--- src/rtl/rvga_mem_arbiter.sv ---
// rvga_mem_arbiter: merges the icache and dcache cacheline ports onto a single
// DDR port. One line transaction in flight at a time, round-robin on contention,
// with a sticky watchdog flag for DDR transactions that never complete.
module rvga_mem_arbiter #(
  parameter int LINE_W      = 256,
  parameter int ADDR_W      = 32,
  parameter int TIMEOUT_CYC = 1024
) (
  input  logic              clk,
  input  logic              rst,
  // icache side
  input  logic [ADDR_W-1:0] icache_iddr_addr,
  input  logic              icache_iddr_read,
  output logic [LINE_W-1:0] iddr_icache_rdata,
  output logic              iddr_icache_resp,
  // dcache side
  input  logic [ADDR_W-1:0] dcache_dddr_addr,
  input  logic              dcache_dddr_read,
  input  logic              dcache_dddr_write,
  input  logic [LINE_W-1:0] dcache_dddr_wdata,
  output logic [LINE_W-1:0] dddr_dcache_rdata,
  output logic              dddr_dcache_resp,
  // DDR side
  output logic [ADDR_W-1:0] ddr_addr,
  output logic              ddr_read,
  output logic              ddr_write,
  output logic [LINE_W-1:0] ddr_wdata,
  input  logic [LINE_W-1:0] ddr_rdata,
  input  logic              ddr_resp,
  // status
  output logic              err_timeout
);

  typedef enum logic [1:0] {
    IDLE,
    BUSY_I,
    BUSY_D
  } state_t;

  // Counter is wide enough to hold TIMEOUT_CYC itself; it saturates there.
  localparam int                CNT_W     = $clog2(TIMEOUT_CYC + 1) + 1;
  localparam logic [CNT_W-1:0]  CNT_LIMIT = CNT_W'(TIMEOUT_CYC);

  state_t           state;
  logic             last_grant_d;
  logic             i_req;
  logic             d_req;
  logic             grant_i;
  logic             grant_d;
  logic             busy;
  logic [CNT_W-1:0] to_cnt;
  logic [CNT_W-1:0] to_cnt_inc;

  // Request decode and round-robin pick; I wins a tie when D was granted last.
  always_comb begin
    i_req      = icache_iddr_read;
    d_req      = dcache_dddr_read | dcache_dddr_write;
    grant_i    = i_req & (~d_req | last_grant_d);
    grant_d    = d_req & ~grant_i;
    busy       = (state != IDLE);
    to_cnt_inc = to_cnt + CNT_W'(1);
  end

  // Transaction FSM; DDR-side outputs are registers loaded at the grant edge
  // and cleared at the completion edge, so client input changes in BUSY have no effect.
  // last_grant only moves on a contested grant; an uncontested grant leaves it alone.
  always_ff @(posedge clk or posedge rst) begin
    if (rst) begin
      state        <= IDLE;
      last_grant_d <= 1'b1;
      ddr_addr     <= '0;
      ddr_read     <= 1'b0;
      ddr_write    <= 1'b0;
      ddr_wdata    <= '0;
    end else begin
      case (state)
        IDLE: begin
          if (grant_i) begin
            state     <= BUSY_I;
            ddr_addr  <= icache_iddr_addr;
            ddr_read  <= 1'b1;
            ddr_write <= 1'b0;
            ddr_wdata <= '0;
            if (d_req) begin
              last_grant_d <= 1'b0;
            end
          end else if (grant_d) begin
            state     <= BUSY_D;
            ddr_addr  <= dcache_dddr_addr;
            ddr_read  <= ~dcache_dddr_write;
            ddr_write <= dcache_dddr_write;
            ddr_wdata <= dcache_dddr_write ? dcache_dddr_wdata : '0;
            if (i_req) begin
              last_grant_d <= 1'b1;
            end
          end
        end
        BUSY_I, BUSY_D: begin
          if (ddr_resp) begin
            state     <= IDLE;
            ddr_addr  <= '0;
            ddr_read  <= 1'b0;
            ddr_write <= 1'b0;
            ddr_wdata <= '0;
          end
        end
        default: begin
          state     <= IDLE;
          ddr_addr  <= '0;
          ddr_read  <= 1'b0;
          ddr_write <= 1'b0;
          ddr_wdata <= '0;
        end
      endcase
    end
  end

  // Watchdog: count BUSY cycles without a response; flag is sticky until reset.
  always_ff @(posedge clk or posedge rst) begin
    if (rst) begin
      to_cnt      <= '0;
      err_timeout <= 1'b0;
    end else if (!busy || ddr_resp) begin
      to_cnt <= '0;
    end else begin
      if (to_cnt != CNT_LIMIT) begin
        to_cnt <= to_cnt_inc;
      end
      if ((TIMEOUT_CYC != 0) && (to_cnt_inc == CNT_LIMIT)) begin
        err_timeout <= 1'b1;
      end
    end
  end

  // Response routing back to the granted client; the idle client sees zeros.
  always_comb begin
    iddr_icache_resp  = (state == BUSY_I) & ddr_resp;
    dddr_dcache_resp  = (state == BUSY_D) & ddr_resp;
    iddr_icache_rdata = iddr_icache_resp ? ddr_rdata : '0;
    dddr_dcache_rdata = dddr_dcache_resp ? ddr_rdata : '0;
  end

endmodule

--- config.mk ---
export PLATFORM = sky130hd
export DESIGN_NAME = rvga_mem_arbiter
export DESIGN_NICKNAME = d
export VERILOG_FILES = /design/src/rtl/rvga_mem_arbiter.sv
export SDC_FILE = /design/constraint.sdc
export NUM_CORES = 1
export LEC_CHECK = 0
export ABC_AREA = 1
export BUFFER_PORTS_ARGS = -buffer_cell sky130_fd_sc_hd__clkbuf_2
export CAP_MARGIN = 20
export CELL_PAD_IN_SITES_DETAIL_PLACEMENT = 1
export CELL_PAD_IN_SITES_GLOBAL_PLACEMENT = 1
export CORE_AREA = 4 4 542 544
export DETAILED_ROUTE_END_ITERATION = 16
export DIE_AREA = 0 0 546 548
export PLACE_DENSITY_LB_ADDON = 0.1
export SKIP_CTS_REPAIR_TIMING = 1
export SYNTH_ARGS = -nofsm -noshare
export SYNTH_HDL_FRONTEND = slang
export SYNTH_SLANG_ARGS = --single-unit
export TNS_END_PERCENT = 1
--- constraint.sdc ---
create_clock -name clk -period 11.6 [get_ports clk]
set_input_delay 2.32 -clock clk [delete_from_list [all_inputs] [get_ports clk]]
set_output_delay 2.32 -clock clk [all_outputs]
set_load 0.03 [all_outputs]
Word-level counts from Yosys, hierarchy flattened. Cells that the tools add are included.

Bits in latches: 0. Word-level logic and storage cells: 65. Bits in writable memories: 0. ROM bits: 0. Register bits: 306. Bits of input ports: 582. Memories: 0. Output and inout port bits: 805.

Add/sub/neg operators: 1. Muxes and demuxes: 28. Equal/unequal tests: 7. Reduce and logical (&&, ||, !) cells: 11. Shift operators: 0. Div/mod/pow operators: 0. Bitwise operators: 10. $lt $le $gt $ge: 0. $mul: 0.

Operators by type and width (number): 256-bit two-way mux (6); 256-bit case mux with 2 select lines (1); 32-bit two-way mux (3); 32-bit case mux with 2 select lines (1); 12-bit two-way mux (2); 12-bit by 1-bit adder with 12-bit output, second input constant (1); 12-bit by 11-bit equality test with 1-bit output, second input constant (1); 12-bit by 11-bit inequality test with 1-bit output, second input constant (1); 1-bit two-way mux (9); 2-bit nonzero test (4); 2-bit two-way mux (3); 1-bit bitwise AND (4); 2-bit inequality test, second input constant (2); 1-bit NOT (4); 1-bit case mux with 2 select lines (2); 2-bit case mux with 2 select lines (1); 2-bit AND reduction (2); 4-bit AND reduction (1); 3-bit inequality test, second input constant (1); 2-bit by 1-bit equality test with 1-bit output, second input constant (1); 2-bit equality test, second input constant (1); 2-bit zero test (1); 1-bit OR (2); 2-bit OR reduction (1); 2 further kinds (2).

Logic depth before layout (Yosys ltp). Gate-level depths: netlist (run 1).

Depth after elaboration: 9. Depth in mapped cells: 12. Gate-level depth less buffers: 11.

Worst setup path before layout (run 1). No wires, ideal clock.

Kind: input -> output. Start point: input ddr_resp. End point: output dddr_dcache_rdata[246]. Path slack: 6.055 ns. Stages on the path: 4. Arrival: 3.225 ns. Cell sequence: nand2_1 -> clkbuf_1 -> buf_1 -> nor2_1.

Cells in the longest elaborated chain, start to end: 2.

RTL lines: start, declared (line 29) `input logic ddr_resp,`; 1-bit bitwise AND (line 138) `dddr_dcache_resp = (state == BUSY_D) & ddr_resp;`; 256-bit two-way mux (line 140) `dddr_dcache_rdata = dddr_dcache_resp ? ddr_rdata : '0;`; end, declared (line 21) `output logic [LINE_W-1:0] dddr_dcache_rdata,`.

No other way between the ends.

Worst setup path in the final report (run 1).
Start point: input ddr_resp. End point: output dddr_dcache_rdata[153].

The elaborated chain is that of the path after synthesis.

==> summary.md, run 1 <==
| Metric | Value |
|---|---|
| Outcome | completed |
| Num CTS Buffers | 47 |
| Worst hold margin | 0.463 ns |
| Gate count of the mapped netlist | 2268 |
| HP Class | register to register |
| Met3 track demand over resource in global routing | 4.79% |
| Slew HR | 32.2% |
| Leak | 16.3 nW |
| Total number of placement rows | 198 |
| Crit Path Max Fanout | 165 |
| DIE HEIGHT | 548 um |
| R2R setup slack | 7.19 ns |
| Share of power burned in the clock network | 23.0% |
| Ratio of cells with drive above 1 in the final layout | 41.6% |
| Per-cell routed wire length | 24.3 um |
| Largest family of logic cells by synthesized area | simple AND/OR/NAND/NOR gates |
| Met1 usage | 14.1% |
| Area of the die | 0.299 mm2 |
| Relative contribution of sequential cells to total power | 22.7% |
| Highest-utilization routing layer at the global route stage | met2 |
| Met2 Track Usage GR | 19.5% |
| Number of fill cells in the layout | 35.1k |
| CTS Sinks | 306 |
| Share of the synthesized area in compound gates (AO/OA/AOI/OAI) | 0.374% |
| Transition time of the tightest slew-check pin | 1.02 ns |
| Detailed-routing iteration count for the pre-antenna-repair pass | 5 |
| DRC violation count after routing | 0 |
| Max-cap viol count | 0 |
| DRC violation total after the first TritonRoute iteration | 909 |
| Number of synthesized register bits | 306 |
| Reg2Reg Depth | 10 |
| Count of antenna-violating nets left after detailed routing | 0 |
| GRT Total Usage | 11.6% |
| Total vias in the final route | 20.4k |
| Critical Path RT | 9.28 ns |
| Fin. max-slew vios | 0 |
| Cell at the root of the clock tree | clkbuf_16 |
| Synthesized-area fraction occupied by adder cells | 0.398% |
| End point of the critical path | dddr_dcache_rdata[153] |
| Finish-stage setup viols | 0 |
| Layout Area Growth over Synthesis | 82.2% |
| Total half-perimeter wirelength after legalization and detailed placement | 151000 um |
| Area occupied by multi-input gates | 0.00631 mm2 |
| Yosys synthesis warning count | 0 |
| Boundary pin count | 1387 |
| TritonCTS clock tree | yes |
| Weighted congestion reported at the end of routability-driven placement | 0.839 |
| Simple-gate share of the synthesized area | 39.0% |
| Internal Power | 3.06 mW |
| Count of buffers inserted at the top-level ports | 1386 |
| Shortest period the worst path allows | 6.66 ns |
| Unrepaired setup endpoints after global routing | false |
| Critical Path AT | 4.34 ns |
| Highest ir drop seen on vdd | 0.000189 V |
| Die span in x | 546 um |
| P per Cell Area | 240 mW/mm2 |
| Crit. End Element | output pin |
| DRT Wirelength | 181000 um |
| Worst setup startpoint | ddr_resp |
| Initial antenna violation count | 115 |
| Period utilization | 57.4% |
| Floorplan core area | 0.290 mm2 |
| Starting Density | 5.43% |
| Number of nets in the final layout | 4152 |
| Multiplexer share of the synthesized area | 0% |
| Maximum buffer depth of the clock tree | 3 |
| Area share of xor/xnor cells in the synthesized design | 0.111% |
| Post-Synthesis Mean Instance Area | 6.94 um2 |
| Final hold violation count | 0 |
| Total Negative Setup Slacks | 0 ns |
| Clock transition time at the flip-flop clock pins of the worst setup and hold paths | 0.06 ns |
| Net count after synthesis | 2855 |
| Area of the mapped netlist | 0.0157 mm2 |
| Highest clock rate | 150 MHz |
| R2R Path End | ddr_addr[0] |
| First-pass GRT wire length | 232000 um |
| Portion of total power attributed to combinational logic | 54.2% |
| Grt total ovfl | 0 |
| Source-to-sink clock delay at the later pin of the worst-skew pair | 0.65 ns |
| Skew final | 0.0343 ns |
| Proportion of synthesized chip area in sequential cells | 48.7% |
| Critical path launch point type | primary input |
| Via count of the first global-routing pass | 21.7k |
| Count of distinct cell types in the synthesized netlist | 23 |
| Total area of sequential cells | 0.00766 mm2 |
| Average via count per standard cell | 2.75 |
| Sw Ratio | 55.6% |
| Total net switching power | 3.83 mW |
| Reg-to-reg critical path startpoint | state[1] |
| Depth of the CTS H-tree | 2 |
| WS Path Type | primary input to output pin |
| Maximum number of pins on one net before global-route repair | 166 |
-- layer usage --
layer / up-vias / wire length (um)
met2: 935 / 85000
li1: 9478 / -
met3: 207 / 16900
met5: - / 387
met1: 9762 / 75900
met4: 58 / 2420
-- logic make-up after synthesis --
family,Yosys count
AO/OA/AOI/OAI,11
adder cells (fa/ha/maj),5
AND/OR/NAND/NOR,1496
XOR/XNOR,2
flip-flops,306
buffers and inverters,448
-- registers in the layout, indices dropped and copies added, names as in the netlist --
register      cells
last_grant_d      1
ddr_read          1
to_cnt           12
err_timeout       1
state             2
ddr_addr         32
ddr_write         1
ddr_wdata       256
-- how the worst min path moves through the flow --
| stage | depth (start not counted) | startpoint | slack [ns] | to |
|---|---|---|---|---|
| finish | 2 | err_timeout | 0.46 | err_timeout |
| global route | 2 | ddr_wdata[76] | 0.50 | ddr_wdata[76] |
| CTS | 2 | err_timeout | 0.47 | err_timeout |
| detailed placement | 2 | err_timeout | 0.46 | err_timeout |
| global placement | 2 | err_timeout | 0.46 | err_timeout |
| floorplan | 2 | last_grant_d | 0.47 | last_grant_d |
-- per-stage QoR --
stage	power, mW	worst slack (ns)	cell area (um2)	util (%)	instances
CTS	7.20	4.77	28600	9.88	7403
detailed placement	5.51	4.76	27000	9.32	7316
global route	7.41	4.75	28600	9.88	7404
finish	6.88	4.94	28700	9.90	7424
floorplan	3.74	0.822	15700	-	2268
global placement	5.53	4.74	27000	9.32	7316
-- critical path, cell delays in order --
cell and delay (ns):
clkbuf_2 0.22, nand2_4 0.50, buf_12 0.62, nor2_1 0.18
clkbuf_2 0.25
-- layout make-up --
type                       count  area share [%]
clock inverter                16           0.873
tap                         3800            16.6
timing repair buffer        1410            25.0
sequential                   306            26.7
inverter                     286            3.80
antenna                       21           0.183
multi-input combinational   1514            22.0
clock buffer                  71            4.80
-- power groups by stage --
| stage | registers (mW) | clock network, mW | logic [mW] |
|---|---|---|---|
| final | 1.56 | 1.58 | 3.73 |
| after global routing | 1.61 | 1.74 | 4.06 |
| after CTS | 1.57 | 1.70 | 3.93 |
| after detailed placement | 1.58 | 0 | 3.92 |
| after global placement | 1.58 | 0 | 3.95 |
| after floorplan | 2.17 | 0 | 1.57 |
-- cells in the mapped netlist, drive strengths merged --
cell type    n  share of area (%)
xor2         2               0.11
nor2       535                 13
buf         98                3.1
inv        285                6.8
or2          1              0.040
nand2      590                 14
clkinv       1              0.024
nand4       36                1.4
nor4         1              0.040
clkbuf      64                1.5
nand3      333                 11
o21ai        9               0.31
dfrtp      305                 49
dfstp        1               0.17
ha           5               0.40
a21oi        2              0.064
-- cell usage in the layout, fill, tap and decap left out --
cell type / netlist / layout
inv_16: 0 / 1
dfrtp_1: 305 / 305
xor2_1: 2 / 2
clkbuf_16: 0 / 47
clkbuf_1: 64 / 13
inv_8: 0 / 2
o21ai_0: 4 / 4
diode_2: 0 / 21
a21oi_1: 2 / 2
nand4_1: 36 / 36
clkinvlp_4: 0 / 3
inv_2: 3 / 3
nor4_1: 1 / 1
o21ai_1: 4 / 4
clkbuf_2: 0 / 1386
ha_2: 0 / 1
dfstp_2: 1 / 1
clkinv_2: 0 / 5
nand2_2: 2 / 3
buf_4: 1 / 19
clkinv_8: 0 / 2
nand2_4: 0 / 2
nor2_4: 0 / 2
nand3_1: 333 / 333
nand2_1: 588 / 585
bufinv_16: 0 / 5
ha_1: 5 / 4
buf_12: 0 / 5
clkbuf_8: 0 / 11
nor2_1: 533 / 533
or2_2: 1 / 1
o21ai_4: 0 / 1
inv_1: 282 / 281
No activity file was read; power rests on OpenSTA's default activity.
==> run 2: changes to the inputs <==
- clock period: 11.6 -> 6.61 ns (I/O delays scaled with it)
==> summary.md, run 2 (synthesis gave the netlist of run 1 again) <==
| Metric | Value |
|---|---|
| Outcome | completed |
| GRT Total Usage | 11.6% |
| R2R setup slack | 3.69 ns |
| Skew final | 0.0388 ns |
| Dpl cell area | 0.0271 mm2 |
| Die span in x | 546 um |
| Starting Density | 5.43% |
| DRC violation total after the first TritonRoute iteration | 952 |
| Most frequent standard cell in the layout excluding fill and tap cells | clkbuf_2 |
| Hold Crit Endpoint | err_timeout |
| Via count of the first global-routing pass | 21.7k |
| R2R Path End | ddr_wdata[101] |
| DRT Wirelength | 182000 um |
| Total net switching power | 6.73 mW |
| Top routing layer used | met5 |
| WS Path Type | primary input to output pin |
| Initial antenna violation count | 111 |
| HP Class | register to register |
| Count of antenna-violating nets left after detailed routing | 0 |
| Transition time of the tightest slew-check pin | 1.00 ns |
| Amount of wire on met2 after detailed routing | 83900 um |
| Highest ir drop seen on vdd | 0.000277 V |
| Final hold violation count | 0 |
| Floorplan core area | 0.290 mm2 |
| Max-cap viol count | 0 |
| Weighted congestion reported at the end of routability-driven placement | 0.837 |
| TritonCTS clock tree | yes |
| Count of buffers inserted at the top-level ports | 1386 |
| Critical Path RT | 5.29 ns |
| Leak | 16.4 nW |
| Hold path start | err_timeout |
| CTS Sinks | 306 |
| Period utilization | 67.7% |
| Slew HR | 33.1% |
| Crit Path Max Fanout | 96 |
| Area of all placed cells without fillers | 0.0289 mm2 |
| Relative contribution of sequential cells to total power | 22.4% |
| Maximum number of pins on one net before global-route repair | 131 |
| First-pass GRT wire length | 234000 um |
| Total number of placement rows | 198 |
| Maximum buffer depth of the clock tree | 3 |
| Clock transition time at the flip-flop clock pins of the worst setup and hold paths | 0.05 ns |
| Register with the most flip-flops | ddr_wdata |
| Top library cells by usage in the layout, fill and taps aside | clkbuf_2 (1386), nand2_1 (585), nor2_1 (533), nand3_1 (333), dfrtp_1 (305) |
| Total half-perimeter wirelength after legalization and detailed placement | 152000 um |
| Source-to-sink clock delay at the later pin of the worst-skew pair | 0.65 ns |
| Crit. End Element | output pin |
| Critical path launch point type | primary input |
| Critical Path AT | 3.15 ns |
| Highest clock rate | 224 MHz |
| Count of cells along the worst hold path | 2 |
| Finish-stage setup viols | 0 |
| Grt total ovfl | 0 |
| Metal-1 WL | 78900 um |
| Per-cell routed wire length | 24.5 um |
| Layout Area Growth over Synthesis | 83.8% |
| Reg2Reg Depth | 9 |
| Number of nets in the final layout | 4161 |
| DIE HEIGHT | 548 um |
| Unrepaired setup endpoints after global routing | false |
| Max reg flops | 256 |
| Met3 Routed Length | 16700 um |
| DRC violation count after routing | 0 |
| Detailed-routing iteration count for the pre-antenna-repair pass | 5 |
| Depth of the CTS H-tree | 2 |
| Shortest period the worst path allows | 4.47 ns |
| Area of the die | 0.299 mm2 |
| Reg-to-reg critical path startpoint | state[0] |
| Portion of total power attributed to combinational logic | 53.9% |
| Total Negative Setup Slacks | 0 ns |
| Internal Power | 5.50 mW |
| P per Cell Area | 423 mW/mm2 |
| Registers with the highest flip-flop counts | ddr_wdata: 256 flops, ddr_addr: 32 flops, to_cnt: 12 flops |
| Num CTS Buffers | 49 |
| Average via count per standard cell | 2.75 |
| Ratio of cells with drive above 1 in the final layout | 42.0% |
| Share of power burned in the clock network | 23.7% |
| Total vias in the final route | 20.5k |
| Sw Ratio | 55.0% |
| Fin. max-slew vios | 0 |
| Boundary pin count | 1387 |
| Cell at the root of the clock tree | clkbuf_16 |
## run 2: cell types whose count changed in the layout (fill, tap and decap cells not counted), moves of 2 or more
| cell | change |
|---|---|
| buf_12 | +7 |
| clkbuf_1 | -7 |
| clkbuf_8 | +5 |
| clkinv_2 | +4 |
| diode_2 | +3 |
| clkbuf_16 | +2 |
| clkinvlp_4 | -2 |
## run 2: area by class of cell
class / instances / area [um2]
fillers: 35000 / 261000
flip-flops and latches: 306 / 7660
repair buffers: 1417 / 7320
multi-input cells: 1514 / 6310
well taps: 3800 / 4750
clock buffers: 71 / 1470
inverters: 286 / 1080
clock inverters: 18 / 270
diodes: 24 / 60.1
## run 2: metrics by stage
stage	hold slack, ns	total power [mW]	instances	util (%)	setup WS, ns
2_1_floorplan	0.469	6.57	2268	-	1.22
3_3_place_gp	0.454	9.70	7323	9.37	1.99
3_5_place_dp	0.458	9.66	7323	9.37	2.02
4_1_cts	0.473	12.8	7412	9.97	2.02
5_1_grt	0.493	13.1	7413	9.97	2.05
6_report	0.462	12.2	7436	9.99	2.14
## run 2: worst max-delay path by stage
stage / depth (start not counted) / endpoint / from
after CTS: 5 / iddr_icache_rdata[0] / ddr_resp
after detailed placement: 5 / iddr_icache_rdata[0] / ddr_resp
final: 5 / iddr_icache_rdata[154] / ddr_resp
after global placement: 5 / iddr_icache_rdata[0] / ddr_resp
after global routing: 5 / iddr_icache_rdata[11] / ddr_resp
after floorplan: 1 / ddr_addr[0] / rst
## run 2: worst max-delay path, stage by stage
cell and delay, ns:
clkbuf_2 0.29, nand2_4 0.48, buf_12 0.41, nor2_1 0.22, clkbuf_2 0.24
## run 2: power groups by stage
stage          Clock [mW]  Sequential (mW)  Combinational [mW]
6_report             2.90             2.74                6.59
2_1_floorplan           0             3.82                2.75
3_5_place_dp            0             2.77                6.89
3_3_place_gp            0             2.77                6.93
5_1_grt              3.16             2.82                7.12
4_1_cts              3.11             2.75                6.90
## run 2: layer usage
metal / up-vias / GRT usage, %
met1: 9809 / 14.6
li1: 9498 / -
met2: 918 / 19.2
met5: - / 0
met3: 175 / 4.80
met4: 52 / 1.41
